<file path="config.mk">
export PLATFORM = sky130hd
export DESIGN_NAME = fp_mul_arbiter_flat
export DESIGN_NICKNAME = d
export VERILOG_FILES = /design/src/rtl/fp_mul_arbiter_if.sv /design/src/rtl/fp_mul_arbiter.sv /design/src/flat_wrapper.sv
export SDC_FILE = /design/constraint.sdc
export NUM_CORES = 1
export LEC_CHECK = 0
export BUFFER_PORTS_ARGS = -buffer_cell sky130_fd_sc_hd__buf_2
export CAP_MARGIN = 20
export CORE_AREA = 2 2 164 166
export CTS_CLUSTER_SIZE = 24
export DETAILED_ROUTE_END_ITERATION = 12
export DIE_AREA = 0 0 166 168
export SETUP_SLACK_MARGIN = 0.1
export SKIP_LAST_GASP = 1
export SYNTH_ARGS = -nofsm -noshare
export SYNTH_HDL_FRONTEND = slang
export SYNTH_SLANG_ARGS = --single-unit
</file>
<file path="constraint.sdc">
create_clock -name clk -period 3.85 [get_ports clk]
set_clock_uncertainty 0.05 [all_clocks]
set_input_delay 0 -clock clk [delete_from_list [all_inputs] [get_ports clk]]
set_output_delay 0 -clock clk [all_outputs]
set_load 0.01 [all_outputs]
</file>
<file path="src/rtl/fp_mul_arbiter_if.sv">
// Request, multiplier and response bundle for fp_mul_arbiter.
// The master side is the requester/consumer/multiplier environment; the slave side is the arbiter.
interface fp_mul_arbiter_if #(
    parameter int NUM_REQ = 4,
    parameter int ID_W    = 2,
    parameter int CNT_W   = 16
);
    logic [NUM_REQ-1:0]       req_valid;
    logic [NUM_REQ-1:0]       req_ready;
    logic [NUM_REQ-1:0][31:0] req_x;
    logic [NUM_REQ-1:0][31:0] req_y;
    logic [31:0]              mul_x;
    logic [31:0]              mul_y;
    logic [31:0]              mul_z;
    logic                     rsp_valid;
    logic                     rsp_ready;
    logic [ID_W-1:0]          rsp_id;
    logic [31:0]              rsp_z;
    logic                     rsp_sat;
    logic [CNT_W-1:0]         sat_count;
    logic                     busy;

    modport master (
        output req_valid, req_x, req_y, mul_z, rsp_ready,
        input  req_ready, mul_x, mul_y, rsp_valid, rsp_id, rsp_z, rsp_sat, sat_count, busy
    );

    modport slave (
        input  req_valid, req_x, req_y, mul_z, rsp_ready,
        output req_ready, mul_x, mul_y, rsp_valid, rsp_id, rsp_z, rsp_sat, sat_count, busy
    );
endinterface

</file>
<file path="src/rtl/fp_mul_arbiter.sv">
// Round-robin sharing of one external combinational FP multiplier between NUM_REQ requesters,
// with operand register (S1) before and result register (S2) after the multiplier.
module fp_mul_arbiter #(
    parameter int NUM_REQ = 4,
    parameter int ID_W    = 2,
    parameter int CNT_W   = 16
) (
    input logic             clk,
    input logic             rst,
    fp_mul_arbiter_if.slave bus
);

    logic [2:1]       vld_pipe;
    logic [ID_W-1:0]  id1, id2;
    logic [31:0]      x1, y1, z2;
    logic             sat2;
    logic [ID_W-1:0]  rr_ptr;
    logic [ID_W-1:0]  grant_idx;
    logic [ID_W-1:0]  cand;
    logic             grant_vld;
    logic             adv1, adv2;
    logic             sat_pat;
    logic [CNT_W-1:0] sat_cnt;

    assign adv2    = !vld_pipe[2] || bus.rsp_ready;
    assign adv1    = adv2 || !vld_pipe[1];
    assign sat_pat = (bus.mul_z[30:23] == 8'hFE) && (&bus.mul_z[22:0]);

    // First valid requester after the last grant, wrapping modulo NUM_REQ.
    always_comb begin
        grant_vld = 1'b0;
        grant_idx = rr_ptr;
        cand      = '0;
        for (int k = 1; k <= NUM_REQ; k++) begin
            cand = ID_W'((int'(rr_ptr) + k) % NUM_REQ);
            if (!grant_vld && bus.req_valid[cand]) begin
                grant_vld = 1'b1;
                grant_idx = cand;
            end
        end
    end

    // Ready is masked during reset so no transfer is signalled that the pipe will not keep.
    always_comb begin
        bus.req_ready = '0;
        if (adv1 && grant_vld && !rst)
            bus.req_ready[grant_idx] = 1'b1;
    end

    always_ff @(posedge clk or posedge rst) begin
        if (rst) begin
            vld_pipe <= '0;
            id1      <= '0;
            x1       <= '0;
            y1       <= '0;
            id2      <= '0;
            z2       <= '0;
            sat2     <= 1'b0;
            rr_ptr   <= ID_W'(NUM_REQ - 1);
        end else begin
            if (adv2) begin
                vld_pipe[2] <= vld_pipe[1];
                id2         <= id1;
                z2          <= bus.mul_z;
                sat2        <= vld_pipe[1] && sat_pat;
            end
            if (adv1) begin
                vld_pipe[1] <= grant_vld;
                if (grant_vld) begin
                    id1    <= grant_idx;
                    x1     <= bus.req_x[grant_idx];
                    y1     <= bus.req_y[grant_idx];
                    rr_ptr <= grant_idx;
                end
            end
        end
    end

    always_ff @(posedge clk or posedge rst) begin
        if (rst)
            sat_cnt <= '0;
        else if (vld_pipe[2] && bus.rsp_ready && sat2 && !(&sat_cnt))
            sat_cnt <= sat_cnt + 1'b1;
    end

    assign bus.mul_x     = x1;
    assign bus.mul_y     = y1;
    assign bus.rsp_valid = vld_pipe[2];
    assign bus.rsp_id    = id2;
    assign bus.rsp_z     = z2;
    assign bus.rsp_sat   = sat2;
    assign bus.sat_count = sat_cnt;
    assign bus.busy      = |vld_pipe;

endmodule

</file>
<file path="src/flat_wrapper.sv">
// flat-port wrapper written by rule: the top's interface ports become plain ports
module fp_mul_arbiter_flat 
#(
    parameter int NUM_REQ = 4,
    parameter int ID_W    = 2,
    parameter int CNT_W   = 16
)
  (clk, rst, bus_req_valid, bus_req_x, bus_req_y, bus_mul_z, bus_rsp_ready, bus_req_ready, bus_mul_x, bus_mul_y, bus_rsp_valid, bus_rsp_id, bus_rsp_z, bus_rsp_sat, bus_sat_count, bus_busy);
  fp_mul_arbiter_if #(.NUM_REQ(NUM_REQ), .ID_W(ID_W), .CNT_W(CNT_W)) bus_i ();
  input logic clk;
  input logic rst;
  input wire logic [$bits(bus_i.req_valid)-1:0] bus_req_valid;
  input wire logic [$bits(bus_i.req_x)-1:0] bus_req_x;
  input wire logic [$bits(bus_i.req_y)-1:0] bus_req_y;
  input wire logic [$bits(bus_i.mul_z)-1:0] bus_mul_z;
  input wire logic [$bits(bus_i.rsp_ready)-1:0] bus_rsp_ready;
  output wire logic [$bits(bus_i.req_ready)-1:0] bus_req_ready;
  output wire logic [$bits(bus_i.mul_x)-1:0] bus_mul_x;
  output wire logic [$bits(bus_i.mul_y)-1:0] bus_mul_y;
  output wire logic [$bits(bus_i.rsp_valid)-1:0] bus_rsp_valid;
  output wire logic [$bits(bus_i.rsp_id)-1:0] bus_rsp_id;
  output wire logic [$bits(bus_i.rsp_z)-1:0] bus_rsp_z;
  output wire logic [$bits(bus_i.rsp_sat)-1:0] bus_rsp_sat;
  output wire logic [$bits(bus_i.sat_count)-1:0] bus_sat_count;
  output wire logic [$bits(bus_i.busy)-1:0] bus_busy;
  assign bus_i.req_valid = bus_req_valid;
  assign bus_i.req_x = bus_req_x;
  assign bus_i.req_y = bus_req_y;
  assign bus_i.mul_z = bus_mul_z;
  assign bus_i.rsp_ready = bus_rsp_ready;
  assign bus_req_ready = bus_i.req_ready;
  assign bus_mul_x = bus_i.mul_x;
  assign bus_mul_y = bus_i.mul_y;
  assign bus_rsp_valid = bus_i.rsp_valid;
  assign bus_rsp_id = bus_i.rsp_id;
  assign bus_rsp_z = bus_i.rsp_z;
  assign bus_rsp_sat = bus_i.rsp_sat;
  assign bus_sat_count = bus_i.sat_count;
  assign bus_busy = bus_i.busy;
  fp_mul_arbiter #(.NUM_REQ(NUM_REQ), .ID_W(ID_W), .CNT_W(CNT_W)) u_core (.clk(clk), .rst(rst), .bus(bus_i));
endmodule
</file>
==> results of run 1 <==
[cells in the mapped netlist (2+ instances only)]
cell / number / share of area, %
xnor2_1: 10 / 1.4
and3_1: 4 / 0.39
nor4_2: 2 / 0.39
nor2_1: 10 / 0.58
nand4_1: 12 / 1.2
mux2i_1: 129 / 20
clkbuf_4: 2 / 0.23
dfrtp_1: 119 / 46
o221ai_1: 64 / 8.6
bufbuf_8: 3 / 0.87
dfstp_2: 2 / 0.81
a21oi_1: 5 / 0.39
clkbuf_1: 11 / 0.64
buf_2: 15 / 1.2
nand2b_1: 2 / 0.19
mux2_2: 36 / 6.3
nand3_1: 8 / 0.62
inv_1: 5 / 0.29
nor4_1: 2 / 0.19
nand2_1: 78 / 4.5
nor3_1: 4 / 0.31
buf_12: 8 / 2.5
xor2_1: 3 / 0.41
or2_2: 2 / 0.19
[layout by cell type, fill, tap and decap left out, types with 12 or more instances in the layout]
| cell type | instances |
|---|---|
| buf_2 | 415 |
| dlygate4sd3_1 | 232 |
| mux2i_1 | 129 |
| dfrtp_1 | 119 |
| nand2_1 | 77 |
| o221ai_1 | 64 |
| mux2_2 | 36 |
| clkbuf_16 | 17 |
| nand4_1 | 12 |
[metrics by stage]
stage	utilization, %	hold WS (ps)	cell area, µm²	total power, µW	worst slack, ps
floorplan	-	4.40	6480	2980	571
global placement	33.2	106	8750	3550	1530
finish	44.3	202	11700	5910	640
global route	44.3	268	11700	6240	509
detailed placement	33.2	113	8750	3580	1550
CTS	44.3	200	11700	5920	684
[where the power goes]
part           switching, µW  total (µW)  leakage, µW  internal [µW]
clock                    682        1680     0.000304           1000
sequential               197        1790      0.00147           1590
combinational           1070        2430      0.00407           1360
[state kept, by name, summed over array words and instances (netlist names)]
register and count:
u_core.bus.rsp_id 2, u_core.rr_ptr 2, u_core.vld_pipe 2, u_core.bus.rsp_sat 1
u_core.bus.mul_y 32, u_core.bus.mul_x 32, u_core.bus.rsp_z 32, u_core.bus.sat_count 16
u_core.id1 2
[worst max-delay path, delay by kind of cell (launching register included)]
family / cells / cell delay (ps)
flip-flops: 1 / 590
multiplexers: 2 / 430
AO/OA/AOI/OAI: 2 / 370
buffers and inverters: 3 / 1540
[routing by layer]
layer  vias to the layer above  GRT usage (%)  share of wire (%)
met5                         -              0                  0
met4                         0           7.71                3.8
met3                        55           3.90                5.9
met2                       307           31.7                 52
met1                      3438           17.9                 38
li1                       3336              -                  -
[final cells by class]
cell class	count	area (µm²)
clock buffers	18	439
multi-input cells	383	3080
inverters	6	25.0
clock inverters	14	175
fillers	2435	14700
well taps	341	427
flip-flops and latches	121	3030
repair buffers	654	4500
[how the worst max path moves through the flow]
stage                                end  slack, ps  depth (start not counted)
finish               u_core.bus.mul_y[8]        640                          7
global route        u_core.bus.mul_x[25]        510                          7
CTS                 u_core.bus.mul_x[31]        680                          7
detailed placement   u_core.bus.mul_x[0]       1550                          5
global placement        bus_req_ready[0]       1530                          7
floorplan            u_core.bus.mul_x[0]        570                          1
[logic make-up after synthesis]
| family | share of synthesized area, % |
|---|---|
| and+or+nand+nor | 9.18 |
| buffers and inverters | 6.12 |
| DFF | 46.7 |
| muxes | 26.2 |
| adders and majority gates | 0.193 |
| AOI/OAI and AO/OA | 9.86 |
| xor gates and xnor gates | 1.76 |
==> summary.txt, run 1 <==
Status - completed
Die Height - 168 µm
Post-CTS setup buffer count - 0
CP max FO - 63
Placeable Area - 26,400 µm²
Crit path launch - u_core.rr_ptr[1]
Drt first pass iters - 4
CTS H-tree lvls - 4
Post-CTS Resized - 0
Yosys reg bits - 121
Final-report setup violation count - 0
Row count - 60
Clk buf depth - 2
Hold_buf cts - 232
Vias per cell - 4.64
Initial antenna violation count - 0
Initial core utilization - 24.6%
Clock Tree Root - clkbuf_16
CTS tree - built
CP Launch Type - flip-flop
Max VDD drop - 0.313 mV
Detailed Route Iter0 Violations - 272
Cell count after placement - 1,273
GR Overflow Total - 0
Mean Syn Cell Area - 11.8 µm²
Worst reg2reg path depth - 7
Post-layout nets - 1,479
FF-to-FF Start - u_core.rr_ptr[1]
Die W - 166 µm
Pins Over Slew Limit - 0
IO buf count - 415
Max incr delay on CP - 610 ps
First-pass GRT wire length - 37,900 µm
Reg2Reg Capture Point - u_core.bus.mul_y[8]
CTS buffer count - 17
Clk pin slew, worst setup/hold paths - 60 ps
Post-synth EDFFs - 0
DR WL/cell - 15.8 µm
Slew HR - 40.6%
Area grow syn2layout - 80.1%
Final hold viol count - 0
Hpwl dp - 15,600 µm
Inserted Diodes - 0
Crit Path Class - flip-flop to flip-flop
Antenna Nets Post-Route - 0
Vias in the first global route - 7,593
Final Instance Count excl. Fillers - 1,537
Total Routing Usage GR - 16.8%
Post-Syn Nets - 847
Crit-path cells - mux2i_1, o221ai_4, buf_12, mux2i_1, dlygate4sd3_1, o221ai_1, dlygate4sd3_1
Worst-skew pair later-pin latency - 420 ps
Final period util - 83.4%
Synth warn - 0
# DRC - 0
Worst hold path class - primary input to async pin
Power per cell area - 506 nW/µm²
Max Fclk - 0.312 GHz
Worst-Margin Slew - 892 ps
Setup crit end kind - flip-flop
Wirelength, routed - 24,200 µm
Worst EP required - 4090 ps
Register area share after synthesis - 46.7%
Post-route setup TNS - 0 ps
Async S/R FF share, synth - 100%
Largest net degree at the start of global routing - 75
Reg2Reg Setup Slack - 640 ps
Fin crit period - 3210 ps
I/O pin count - 416
Die ar. - 27,900 µm²
Top_reg_cell synth - dfrtp_1
CTS sink cnt - 121
RSZ-0062 raised after global routing - false
Arrival @ worst endpoint - 3450 ps
Synth cell types - 39
Post-Syn Area - 6480 µm²
Leak - 0.00585 µW
Fraction of layout cells with a size suffix above 1 - 42.2%
Synth Instances - 551
CP max-delay cell - dlygate4sd3_1
Vias - 7,136
GPL Wtd Cong - 0.759
Max cap viols - 0
No activity file was read; power rests on OpenSTA's default activity.
==> inputs of run 2 (changes only) <==
clock period = 3.3 ns   (was 3.85 ns; I/O delays follow)
==> run 2 against run 1 <==
Net effect:
- the flow now finishes with violations (negative hold slack)
- worst hold slack got worse by 220 ps
- power rose by 17%
- sequential share of layout area about the same
- combinational power grew 20%
- cell area is 0.14% higher
- sequential cell count unchanged
- die area stayed put
- utilization grew 0.062 points
- fmax is 5.5% higher
- count of clock-buffer cells in the layout grew 1
- register-to-register slack got worse by 380 ps
- largest power group unchanged
==> summary.txt, run 2 (same netlist as run 1, synthesis figures left out) <==
Status - finished, violations left
Failing checks - negative hold slack
Max Fclk - 0.329 GHz
Worst path bufs/invs - 3
Arrival @ worst endpoint - 3280 ps
Final Instance Count excl. Fillers - 1,540
GPL Wtd Cong - 0.790
CP max-delay cell - dfstp_2
Max incr delay on CP - 590 ps
DR WL/cell - 16.7 µm
Power per cell area - 592 nW/µm²
I/O pin count - 416
Clock Tree Root - clkbuf_16
CTS sink cnt - 121
FF-to-FF Start - u_core.rr_ptr[1]
Post-layout nets - 1,480
Most common cell after layout, fill and taps aside - buf_2
Drt first pass iters - 4
Leak - 0.00586 µW
Total Routing Usage GR - 17.5%
Place WS - 820 ps
Die ar. - 27,900 µm²
Clk pin slew, worst setup/hold paths - 50 ps
Largest net degree at the start of global routing - 122
Wirelength, routed - 25,700 µm
Fraction of layout cells with a size suffix above 1 - 42.8%
Cell count after placement - 1,276
HP Start - bus_req_y[28]
Worst-Margin Slew - 721 ps
Initial core utilization - 24.6%
CTS H-tree lvls - 4
Die W - 166 µm
Worst hold path class - primary input to flip-flop
Crit-path cells - mux2i_1, o221ai_4, clkbuf_16, mux2i_1, dlygate4sd3_1, o221ai_1, dlygate4sd3_1
Delay-heaviest family, CP - buffers and inverters
# DRC - 0
CP max FO - 31
Initial antenna violation count - 2
Slew HR - 51.9%
Max cap viols - 0
First-pass GRT wire length - 38,800 µm
Setup crit end kind - flip-flop
CTS tree - built
Tot Pwr - 6930 µW
Hold Slack - -14.6 ps
Worst-skew pair later-pin latency - 410 ps
Row count - 60
Crit Path Class - flip-flop to flip-flop
Die Height - 168 µm
Detailed Route Iter0 Violations - 293
CP Launch Type - flip-flop
Max VDD drop - 0.265 mV
Final-report setup violation count - 0
Fin crit period - 3040 ps
Placeable Area - 26,400 µm²
Vias - 7,077
Area grow syn2layout - 80.4%
IO buf count - 415
RSZ-0062 raised after global routing - false
Worst EP required - 3540 ps
Antenna Nets Post-Route - 0
Vias per cell - 4.60
Final worst slack - 258 ps
CTS buffer count - 17
Pins Over Slew Limit - 0
Final period util - 92.2%
Vias in the first global route - 7,429
Final hold viol count - 1
Clk buf depth - 2
Hpwl dp - 15,800 µm
GR Overflow Total - 0
Post-route setup TNS - 0 ps
Most frequent cells in the layout - 415 x buf_2, 226 x dlygate4sd3_1, 129 x mux2i_1
Crit path launch - u_core.rr_ptr[1]
## run 2: what timing repair did
action | in CTS | in global routing
hold buffers | 226 | 0
resized for setup | 0 | 3
setup endpoints to repair | 0 | 57
buffers inserted | 0 | 2
hold endpoints to repair | 217 | 0
## run 2: area by class of cell
| type | instances | area [µm²] |
|---|---|---|
| diodes | 2 | 5.00 |
| clock buffers | 19 | 453 |
| clock inverters | 13 | 156 |
| fillers | 2443 | 14700 |
| inverters | 6 | 26.3 |
| multi-input cells | 383 | 3090 |
| flip-flops and latches | 121 | 3030 |
| well taps | 341 | 427 |
| repair buffers | 655 | 4510 |
## run 2: metrics by stage
step                utilization (%)  cell area, µm²
floorplan                         -            6490
CTS                            44.2           11600
global placement               33.3            8770
detailed placement             33.3            8770
global route                   44.4           11700
finish                         44.4           11700
## run 2: worst paths after layout
| check | to | slack, ps | cells after the start |
|---|---|---|---|
| min in group asynchronous | u_core.bus.mul_x[1] | 330 | 4 |
| hold / removal | u_core.bus.mul_y[28] | -10 | 3 |
| setup reg to reg | u_core.bus.mul_y[4] | 260 | 7 |
| setup / recovery | u_core.bus.mul_y[4] | 260 | 7 |
| hold reg to reg | u_core.id1[1] | 440 | 1 |
| max in group asynchronous | u_core.bus.mul_x[22] | 2370 | 4 |
## run 2: worst register-to-register path: stages, from the launching register on
cell and delay (ps):
dfstp_2 590, mux2i_1 120, o221ai_4 260, clkbuf_16 320
mux2i_1 290, dlygate4sd3_1 580, o221ai_1 120, dlygate4sd3_1 590
## run 2: metal layers
| layer | share of wire, % | routed length, µm | global-route usage, % |
|---|---|---|---|
| met1 | 40 | 10200 | 19.5 |
| met2 | 52 | 13200 | 32.4 |
| met4 | 3.1 | 789 | 7.30 |
| met3 | 5.6 | 1440 | 3.55 |
| met5 | 0 | 0 | 0 |
## run 2: where the power goes
group | leakage, µW | switching, µW | internal (µW)
logic | 0.00409 | 1300 | 1610
registers | 0.00147 | 226 | 1860
clock network | 0.000294 | 763 | 1170
total | 0.00586 | 2290 | 4640
==> inputs of run 3 (changes only) <==
BUFFER_PORTS_ARGS = unset   (was -buffer_cell sky130_fd_sc_hd__buf_2)
DONT_BUFFER_PORTS = 1   (was unset)
==> run 3 against run 2 <==
Net effect:
- the run now fails in clock tree synthesis (4_1_cts)
- synthesized area unchanged
- synthesized cell count unchanged
==> summary.txt, run 3 <==
Hold_buf cts - 179
Row count - 60
Register area share after synthesis - 46.7%
Async S/R FF share, synth - 100%
Clock Tree Root - clkbuf_16
Yosys reg bits - 121
Post-CTS Resized - 0
CTS H-tree lvls - 4
Clk buf depth - 2
Area leader, netlist - dfrtp_1
Most common cell in the netlist - mux2i_1
CTS sink cnt - 121
Main area contributors after synthesis - dfrtp_1 46%, mux2i_1 20%, o221ai_1 8.6%
Synth Instances - 551
IO buf count - 0
Mean Syn Cell Area - 11.8 µm²
Top_reg_cell synth - dfrtp_1
Post-Syn Area - 6480 µm²
Cell count after placement - 859
Hpwl dp - 13,700 µm
Post-synth EDFFs - 0
Die W - 166 µm
Initial core utilization - 24.6%
Error msg - [ERROR RSZ-0060] Max buffer count reached.
Post-Syn Nets - 847
Die Height - 168 µm
Synth warn - 0
Commonest cells post-synth - 129 x mux2i_1, 119 x dfrtp_1, 78 x nand2_1, 64 x o221ai_1, 36 x mux2_2
Fail Step - clock tree synthesis (4_1_cts)
I/O pin count - 416
CTS buffer count - 17
Status - did not finish
Post-CTS setup buffer count - 0
Synth cell types - 39
Post-synth top area share - 45.9%
GPL Wtd Cong - 0.850
[run 3: cell counts after synthesis]
No cell type changed its count.
[run 3: cell families after synthesis]
kind of cell             share of synthesized area [%]
multiplexers                                      26.2
adder cells (fa/ha/maj)                          0.193
AND/OR/NAND/NOR                                   9.18
XOR/XNOR                                          1.76
AO/OA/AOI/OAI                                     9.86
flip-flops                                        46.7
buffers and inverters                             6.12
[run 3: through the flow]
step	cell area (µm²)	utilization, %	hold WS (ps)	setup WS, ps
global placement	6690	25.4	10.0	1060
detailed placement	6690	25.4	7.78	1020
floorplan	6490	-	4.40	1190
==> inputs of run 4 (changes only) <==
CORE_AREA = unset   (was 2 2 164 166)
CORE_UTILIZATION = 20   (was unset)
CTS_CLUSTER_SIZE = unset   (was 24)
DIE_AREA = unset   (was 0 0 166 168)
PLACE_DENSITY_LB_ADDON = 0.15   (was unset)
SETUP_SLACK_MARGIN = unset   (was 0.1)
==> run 4 against run 3 <==
Net effect:
- the run again fails in clock tree synthesis (4_1_cts)
- synthesized area did not move
- synthesized cell count is the same
==> summary.txt, run 4 <==
CTS buffer count - 17
Hpwl dp - 15,100 µm
Die W - 182 µm
Synth Instances - 551
Status - did not finish
Synth warn - 0
Main area contributors after synthesis - dfrtp_1 46%, mux2i_1 20%, o221ai_1 8.6%
Top_reg_cell synth - dfrtp_1
Post-CTS Resized - 0
Area leader, netlist - dfrtp_1
Clk buf depth - 2
Yosys reg bits - 121
GPL Wtd Cong - 0.786
Post-Syn Area - 6480 µm²
Async S/R FF share, synth - 100%
CTS H-tree lvls - 4
Initial core utilization - 20.4%
Synth cell types - 39
I/O pin count - 416
Commonest cells post-synth - 129 x mux2i_1, 119 x dfrtp_1, 78 x nand2_1, 64 x o221ai_1, 36 x mux2_2
IO buf count - 0
Most common cell in the netlist - mux2i_1
CTS sink cnt - 121
Hold_buf cts - 191
Row count - 65
Fail Step - clock tree synthesis (4_1_cts)
Mean Syn Cell Area - 11.8 µm²
Post-synth EDFFs - 0
Post-synth top area share - 45.9%
Post-Syn Nets - 847
Post-CTS setup buffer count - 0
Die Height - 182 µm
Error msg - [ERROR RSZ-0060] Max buffer count reached.
Clock Tree Root - clkbuf_16
Register area share after synthesis - 46.7%
==> run 4: stage by stage <==
step	util (%)	cell area [µm²]	worst slack, ps	instances	hold slack [ps]
detailed placement	21.3	6770	738	920	-84.5
global placement	21.3	6770	800	920	-89.1
floorplan	-	6480	20.6	551	4.40
==> run 4: logic make-up after synthesis <==
family / after synthesis / synth area share, %
compound gates: 75 / 9.86
mux: 165 / 26.2
buf+inv: 47 / 6.12
xor+xnor: 13 / 1.76
fa+ha+maj: 1 / 0.193
simple gates: 129 / 9.18
flops: 121 / 46.7
